$ cat config.mk
export PLATFORM = sky130hd
export DESIGN_NAME = ttc3_ctr_sequencer_flat
export DESIGN_NICKNAME = d
export VERILOG_FILES = /design/src/rtl/ttc3_ctr_sequencer_if.sv /design/src/rtl/ttc3_ctr_sequencer.sv /design/src/flat_wrapper.sv
export SDC_FILE = /design/constraint.sdc
export NUM_CORES = 1
export LEC_CHECK = 0
export BUFFER_PORTS_ARGS = -buffer_cell sky130_fd_sc_hd__buf_2
export CORE_AREA = 3 3 415 417
export DETAILED_ROUTE_END_ITERATION = 10
export DIE_AREA = 0 0 418 420
export SLEW_MARGIN = 20
export SYNTH_ARGS = -nofsm -noshare
export SYNTH_HDL_FRONTEND = slang
export SYNTH_SLANG_ARGS = --single-unit
$ cat constraint.sdc
create_clock -name clock -period 2.2 [get_ports clock]
set_input_delay 0.33 -clock clock [delete_from_list [all_inputs] [get_ports clock]]
set_output_delay 0.33 -clock clock [all_outputs]
set_load 0.05 [all_outputs]
$ cat src/rtl/ttc3_ctr_sequencer_if.sv
// Block streams plus AES-CTR engine launch/result handshake around the session sequencer.
// master = sequencer side, slave = surrounding stream source/sink and engine.
interface ttc3_ctr_sequencer_if;
  localparam int unsigned BLK_W = 128;

  logic             in_valid;
  logic             in_ready;
  logic [BLK_W-1:0] in_data;
  logic             out_valid;
  logic             out_ready;
  logic [BLK_W-1:0] out_data;
  logic             aes_start;
  logic             aes_decrypt;
  logic [BLK_W-1:0] aes_key;
  logic [BLK_W-1:0] aes_plaintext;
  logic [BLK_W-1:0] aes_counter;
  logic             aes_done;
  logic             aes_busy;
  logic [BLK_W-1:0] aes_ciphertext;

  modport master (
    input  in_valid, in_data, out_ready, aes_done, aes_busy, aes_ciphertext,
    output in_ready, out_valid, out_data, aes_start, aes_decrypt, aes_key,
           aes_plaintext, aes_counter
  );

  modport slave (
    output in_valid, in_data, out_ready, aes_done, aes_busy, aes_ciphertext,
    input  in_ready, out_valid, out_data, aes_start, aes_decrypt, aes_key,
           aes_plaintext, aes_counter
  );
endinterface

$ cat src/rtl/ttc3_ctr_sequencer.sv
// AES-CTR session sequencer: owns the session key and counter, launches one engine op per block,
// zeroizes all secrets at session end. Optional TTC3_CTR_WRAP_GUARD_EN stops a session on counter wrap.
module ttc3_ctr_sequencer #(
  parameter int unsigned CNT_W = 16
) (
  input  logic                 clock,
  input  logic                 reset,
  input  logic                 cfg_start,
  input  logic                 cfg_decrypt,
  input  logic [127:0]         cfg_key,
  input  logic [127:0]         cfg_iv,
  input  logic [CNT_W-1:0]     cfg_nblocks,
  input  logic                 cfg_abort,
  output logic                 sess_busy,
  output logic                 sess_done,
  output logic                 sess_err,
  ttc3_ctr_sequencer_if.master bus
);
  localparam int unsigned BLK_W    = 128;
  localparam int unsigned CTR_LO_W = 32;

  typedef enum logic [2:0] {
    S_IDLE, S_WAIT_IN, S_LAUNCH, S_WAIT_AES, S_EMIT, S_DRAIN, S_ZEROIZE
  } state_t;

  state_t           state_q, state_d;
  logic [BLK_W-1:0] key_q, ctr_q, in_buf_q, out_q, aes_key_q;
  logic [CNT_W-1:0] rem_q;
  logic             dec_q, aes_start_q, in_ready_q, out_valid_q;
  logic             in_hs, out_hs, err_set, start_acc, res_cap;

  assign start_acc = (state_q == S_IDLE) && cfg_start;
  assign res_cap   = (state_q == S_WAIT_AES) && bus.aes_done && !cfg_abort;

  // Abort suppresses both handshakes in its own cycle; never accept a block while the engine is busy.
  assign bus.in_ready      = in_ready_q & ~cfg_abort & ~bus.aes_busy;
  assign bus.out_valid     = out_valid_q & ~cfg_abort;
  assign bus.out_data      = out_q;
  assign bus.aes_start     = aes_start_q;
  assign bus.aes_decrypt   = dec_q;
  assign bus.aes_key       = aes_key_q;
  assign bus.aes_plaintext = in_buf_q;
  assign bus.aes_counter   = ctr_q;

  always_comb begin
    state_d = state_q;
    in_hs   = 1'b0;
    out_hs  = 1'b0;
    err_set = 1'b0;
    case (state_q)
      S_IDLE: begin
        if (cfg_start) state_d = (cfg_nblocks == '0) ? S_ZEROIZE : S_WAIT_IN;
      end
      S_WAIT_IN: begin
        if (cfg_abort) begin
          state_d = S_ZEROIZE;
          err_set = 1'b1;
        end else if (bus.in_valid && bus.in_ready) begin
          in_hs   = 1'b1;
          state_d = S_LAUNCH;
        end
      end
      S_LAUNCH: begin
        state_d = S_WAIT_AES;
        if (cfg_abort) begin
          state_d = S_ZEROIZE;
          err_set = 1'b1;
        end
      end
      S_WAIT_AES: begin
        // An abort coinciding with aes_done has nothing left to drain.
        if (cfg_abort) begin
          err_set = 1'b1;
          state_d = bus.aes_done ? S_ZEROIZE : S_DRAIN;
        end else if (bus.aes_done) begin
          state_d = S_EMIT;
        end
      end
      S_EMIT: begin
        if (cfg_abort) begin
          state_d = S_ZEROIZE;
          err_set = 1'b1;
        end else if (bus.out_ready) begin
          out_hs = 1'b1;
          if (rem_q == CNT_W'(1)) begin
            state_d = S_ZEROIZE;
`ifdef TTC3_CTR_WRAP_GUARD_EN
          end else if (&ctr_q[CTR_LO_W-1:0]) begin
            state_d = S_ZEROIZE;
            err_set = 1'b1;
`endif
          end else begin
            state_d = S_WAIT_IN;
          end
        end
      end
      S_DRAIN: begin
        if (bus.aes_done) state_d = S_ZEROIZE;
      end
      S_ZEROIZE: state_d = S_IDLE;
      default:   state_d = S_IDLE;
    endcase
  end

  always_ff @(posedge clock) begin
    if (reset) begin
      state_q     <= S_IDLE;
      key_q       <= '0;
      ctr_q       <= '0;
      in_buf_q    <= '0;
      out_q       <= '0;
      aes_key_q   <= '0;
      rem_q       <= '0;
      dec_q       <= 1'b0;
      aes_start_q <= 1'b0;
      in_ready_q  <= 1'b0;
      out_valid_q <= 1'b0;
      sess_busy   <= 1'b0;
      sess_done   <= 1'b0;
      sess_err    <= 1'b0;
    end else begin
      state_q     <= state_d;
      sess_busy   <= (state_d != S_IDLE);
      sess_done   <= (state_d == S_ZEROIZE);
      aes_start_q <= (state_d == S_LAUNCH);
      aes_key_q   <= (state_d == S_LAUNCH) ? key_q : '0;
      in_ready_q  <= (state_d == S_WAIT_IN);
      out_valid_q <= (state_d == S_EMIT);

      if (start_acc) begin
        key_q    <= cfg_key;
        ctr_q    <= cfg_iv;
        rem_q    <= cfg_nblocks;
        dec_q    <= cfg_decrypt;
        sess_err <= 1'b0;
      end else if (err_set) begin
        sess_err <= 1'b1;
      end

      if (in_hs)   in_buf_q <= bus.in_data;
      if (res_cap) out_q    <= bus.aes_ciphertext;

      // Standard CTR step: low word wraps, upper 96 bits fixed.
      if (out_hs) begin
        ctr_q[CTR_LO_W-1:0] <= ctr_q[CTR_LO_W-1:0] + CTR_LO_W'(1);
        rem_q               <= rem_q - CNT_W'(1);
      end

      if (state_q == S_ZEROIZE) begin
        key_q    <= '0;
        ctr_q    <= '0;
        in_buf_q <= '0;
        out_q    <= '0;
        rem_q    <= '0;
        dec_q    <= 1'b0;
      end
    end
  end
endmodule

$ cat src/flat_wrapper.sv
// flat-port wrapper written by rule: the top's interface ports become plain ports
module ttc3_ctr_sequencer_flat 
#(
  parameter int unsigned CNT_W = 16
)
  (clock, reset, cfg_start, cfg_decrypt, cfg_key, cfg_iv, cfg_nblocks, cfg_abort, sess_busy, sess_done, sess_err, bus_in_valid, bus_in_data, bus_out_ready, bus_aes_done, bus_aes_busy, bus_aes_ciphertext, bus_in_ready, bus_out_valid, bus_out_data, bus_aes_start, bus_aes_decrypt, bus_aes_key, bus_aes_plaintext, bus_aes_counter);
  ttc3_ctr_sequencer_if bus_i ();
  input  logic clock;
  input  logic reset;
  input  logic cfg_start;
  input  logic cfg_decrypt;
  input  logic [127:0] cfg_key;
  input  logic [127:0] cfg_iv;
  input  logic [CNT_W-1:0] cfg_nblocks;
  input  logic cfg_abort;
  output logic sess_busy;
  output logic sess_done;
  output logic sess_err;
  input wire logic [$bits(bus_i.in_valid)-1:0] bus_in_valid;
  input wire logic [$bits(bus_i.in_data)-1:0] bus_in_data;
  input wire logic [$bits(bus_i.out_ready)-1:0] bus_out_ready;
  input wire logic [$bits(bus_i.aes_done)-1:0] bus_aes_done;
  input wire logic [$bits(bus_i.aes_busy)-1:0] bus_aes_busy;
  input wire logic [$bits(bus_i.aes_ciphertext)-1:0] bus_aes_ciphertext;
  output wire logic [$bits(bus_i.in_ready)-1:0] bus_in_ready;
  output wire logic [$bits(bus_i.out_valid)-1:0] bus_out_valid;
  output wire logic [$bits(bus_i.out_data)-1:0] bus_out_data;
  output wire logic [$bits(bus_i.aes_start)-1:0] bus_aes_start;
  output wire logic [$bits(bus_i.aes_decrypt)-1:0] bus_aes_decrypt;
  output wire logic [$bits(bus_i.aes_key)-1:0] bus_aes_key;
  output wire logic [$bits(bus_i.aes_plaintext)-1:0] bus_aes_plaintext;
  output wire logic [$bits(bus_i.aes_counter)-1:0] bus_aes_counter;
  assign bus_i.in_valid = bus_in_valid;
  assign bus_i.in_data = bus_in_data;
  assign bus_i.out_ready = bus_out_ready;
  assign bus_i.aes_done = bus_aes_done;
  assign bus_i.aes_busy = bus_aes_busy;
  assign bus_i.aes_ciphertext = bus_aes_ciphertext;
  assign bus_in_ready = bus_i.in_ready;
  assign bus_out_valid = bus_i.out_valid;
  assign bus_out_data = bus_i.out_data;
  assign bus_aes_start = bus_i.aes_start;
  assign bus_aes_decrypt = bus_i.aes_decrypt;
  assign bus_aes_key = bus_i.aes_key;
  assign bus_aes_plaintext = bus_i.aes_plaintext;
  assign bus_aes_counter = bus_i.aes_counter;
  ttc3_ctr_sequencer #(.CNT_W(CNT_W)) u_core (.clock(clock), .reset(reset), .cfg_start(cfg_start), .cfg_decrypt(cfg_decrypt), .cfg_key(cfg_key), .cfg_iv(cfg_iv), .cfg_nblocks(cfg_nblocks), .cfg_abort(cfg_abort), .sess_busy(sess_busy), .sess_done(sess_done), .sess_err(sess_err), .bus(bus_i));
endmodule
==> flow_summary.toml <==
[power_and_ir_drop]
power_density_mw_per_mm2 = 923
power.leakage_nw = 17.8
peakVddDrop_uv = 639

[clock_tree]
cts_made_buffers = 80
cts.sinks = 666
cts_max_path_buffers = 3
cts_tree = "built"
htreeDepth = 3
cts.clk_slew.worst_paths_ns = 0.06
cts_root_buffer = "clkbuf_16"
clkLatencyLatePin_ns = 0.71

[route]
drtIter0Drc = 2227
ant_nets = 0
num_vias = 26300
drc = 0
routed_via_density = 3.93
wirelength_microns = 133000
avgRoutedWirePerCell_microns = 19.8
drt_first_pass_iters = 5

[global_route]
grt.overflow.total = 0
grt.total_usage_pct = 14.2
grt_pass1_wl_microns = 180000
antenna_found_initial = 38
grt_max_degree = 98
grt_pass1_vias = 25400

[floorplan]
die_w_microns = 418
die_area_sq_mm = 0.176
start_util_pct = 14.0
boundaryPins = 1056
coreArea_sq_mm = 0.169
rows = 151
die_y_microns = 420

[setup_path]
path_buf_inv = 4
cp_cell_sequence = "or4_4, nor2_4, and4_4, o211ai_4, buf_6, nor4_4, clkbuf_16, buf_6, buf_16, and2_1"
cpLargestDelayFamily = "simple AND/OR/NAND/NOR gates"
r2r-end = "u_core.bus.aes_key[8]$_SDFF_PP0_"
endpoint_kind = "flop"
rr_worst_depth = 10
path_common_cell = "buf_6"
arrival_ns = 3.16
regToRegStartpoint = "u_core.rem_q[4]$_SDFFE_PP0P_"
worst-setup-path-type = "reg2reg"
path_max_fanout = 10
critPathMaxStageDelay_ns = 0.55
worstSetupStartpointType = "flop"
slowest_stage = "or4_4"
r2r_slack_ns = -0.31
cp.required_ns = 2.85

[synth]
yosys.area.top_type = "dfxtp_1"
ys_seq_area_share_pct = 56.5
synth_edf_count = 0
syn_inst = 2765
ys_async_sr_fraction_pct = 0
synthesis.area_sq_mm = 0.0236
syn-num-nets = 3305
synth-seq-cells = 666
synth_top_area_share_pct = 56.5
synth_area_leaders = "dfxtp_1, nand2_1, a21oi_1"
synth_area_per_cell_sq_um = 8.54
synthFlopType = "dfxtp_1"
yosys_warnings = 0
netlist-cell-type-count = 60
yosysMostFrequentCell = "nand2_1"
yosys-top-cells-count = "nand2_1, dfxtp_1, a21oi_1"

[place]
pre_cts_ws_ns = -0.681
dp_hpwl_microns = 100000
gp_congestion = 0.965
portBuffers = 1055

[timing]
finalMaxSlewViolations = 0
setup_slack_ns = -0.305
rsz0062_at_grt = "true"
hold_viol = 0
tightestPinTransition_ns = 0.779
setup_tns_ns = -54.41
fin_skew_ns = 0.0482
finalSetupViolations = 257
min_period_over_period_pct = 114
relSlewSlack_pct = 48.1
fin_crit_ns = 2.51
fmax_mhz = 399

[finish]
fillers = 18000
syn2layout_area_growth_pct = 74.6
utilization_pct = 24.4
final_nets = 4936
regArea_sq_mm = 0.0134
multi_input_area_sq_mm = 0.00961
drive_gt1_share_pct = 31.9

[outcome]
status = "finished with violations"
violations = "negative setup slack"

[min_path]
min_to = "u_core.rem_q[15]$_SDFFE_PP0P_"
hold_depth = 4
hp-start = "cfg_nblocks[15]"
hold_path.class = "in2reg"

[run]
maxCapViolations = 0
## cells by family after synthesis
kind of cell               synth area share, %
and+or+nand+nor                           23.0
DFF                                       56.5
xor gates and xnor gates                 0.148
muxes                                     5.75
buffers and inverters                     3.75
AOI/OAI and AO/OA                         10.7
adders and majority gates                0.159
## layout by cell type (no fill, tap or decap), types with 6 or more instances in the layout
cell type	Yosys	routed
buf_2	18	1053
nand2_1	1004	1003
dfxtp_1	666	648
dlygate4sd3_1	0	528
a21oi_1	391	391
mux2i_1	130	125
and2_1	132	120
buf_4	2	93
clkbuf_16	0	89
nor2_1	43	42
buf_12	0	31
diode_2	0	24
nand3_1	21	20
o21ai_0	19	18
clkbuf_1	158	15
clkbuf_8	0	14
and2_4	0	12
a31oi_1	12	12
buf_8	0	12
buf_6	12	12
nand4_1	10	10
clkinv_2	0	10
buf_16	0	10
dfxtp_4	0	10
nor3_1	14	9
dfxtp_2	0	8
and3_1	7	7
nor4_1	10	7
o211ai_1	7	7
or3_1	8	7
a211oi_1	7	7
a22oi_1	6	6
## state kept, by name, indices dropped and copies added, names as in the netlist, 3 cells and up
signal                    cells
u_core.rem_q                 16
u_core.bus.out_data         128
u_core.state_q                3
u_core.bus.aes_counter      128
u_core.bus.aes_plaintext    128
u_core.bus.aes_key          128
u_core.key_q                128
## report_power, final
group / switching, mW / total, mW / leakage (nW) / internal (mW)
clock: 5.98 / 13.7 / 1.30 / 7.68
sequential: 0.711 / 13.9 / 5.42 / 13.2
combinational: 6.76 / 10.5 / 11.1 / 3.72
## routing by layer
| layer | track usage (%) | part of all wire [%] | up-vias | routed length [microns] |
|---|---|---|---|---|
| li1 | - | - | 12300 | - |
| met1 | 15.9 | 38 | 12400 | 50100 |
| met2 | 21.3 | 44 | 1251 | 58700 |
| met3 | 6.15 | 11 | 302 | 14000 |
| met4 | 10.2 | 7.3 | 18 | 9650 |
| met5 | 1.08 | 0.27 | - | 356 |
## metrics by stage
step | cell area, sq um | cells | total power [mW] | hold WS (ns)
4_1_cts | 40800 | 6668 | 38.3 | 0.00152
5_1_grt | 41200 | 6693 | 39.7 | 0.106
3_5_place_dp | 32300 | 5974 | 23.1 | 0.437
2_1_floorplan | 23800 | 2765 | 19.7 | 0.430
6_report | 41200 | 6699 | 38.1 | 0.122
3_3_place_gp | 32300 | 5974 | 23.0 | 0.435
## worst max path at each step
stage | cells past startpoint | endpoint | startpoint
finish | 10 | u_core.bus.aes_key[8]$_SDFF_PP0_ | u_core.rem_q[4]$_SDFFE_PP0P_
global placement | 9 | u_core.bus.aes_plaintext[99]$_SDFFE_PP0P_ | cfg_nblocks[2]
floorplan | 9 | u_core.bus.aes_plaintext[100]$_SDFFE_PP0P_ | u_core.rem_q[3]$_SDFFE_PP0P_
CTS | 9 | u_core.bus.aes_plaintext[99]$_SDFFE_PP0P_ | u_core.rem_q[4]$_SDFFE_PP0P_
global route | 10 | u_core.bus.aes_key[14]$_SDFF_PP0_ | u_core.rem_q[4]$_SDFFE_PP0P_
detailed placement | 9 | u_core.bus.aes_plaintext[0]$_SDFFE_PP0P_ | cfg_nblocks[2]
## area by class of cell
class	instances	area share, %
sequential	666	32.5
inverter	4	0.0364
multi-input combinational	1895	23.3
timing repair buffer	1749	30.8
tap	2218	6.73
clock buffer	109	5.46
antenna	24	0.146
clock inverter	34	1.04
## what timing repair did
item                                    in CTS  in global routing
hold buffers                               528                  0
cloned                                       6                  9
endpoints found under the setup margin     264                273
endpoints found under the hold margin      531                  0
pin swaps                                   18                 11
gates resized for setup                     61                 39
setup buffers                               17                  2
## worst reg2reg max path, delay by kind of cell, from the launching register on
family	cells	cell delay, ns
and+or+nand+nor	5	1.28
buffers and inverters	4	0.73
AOI/OAI and AO/OA	1	0.11
DFF	1	0.32
No activity file was read; power rests on OpenSTA's default activity.
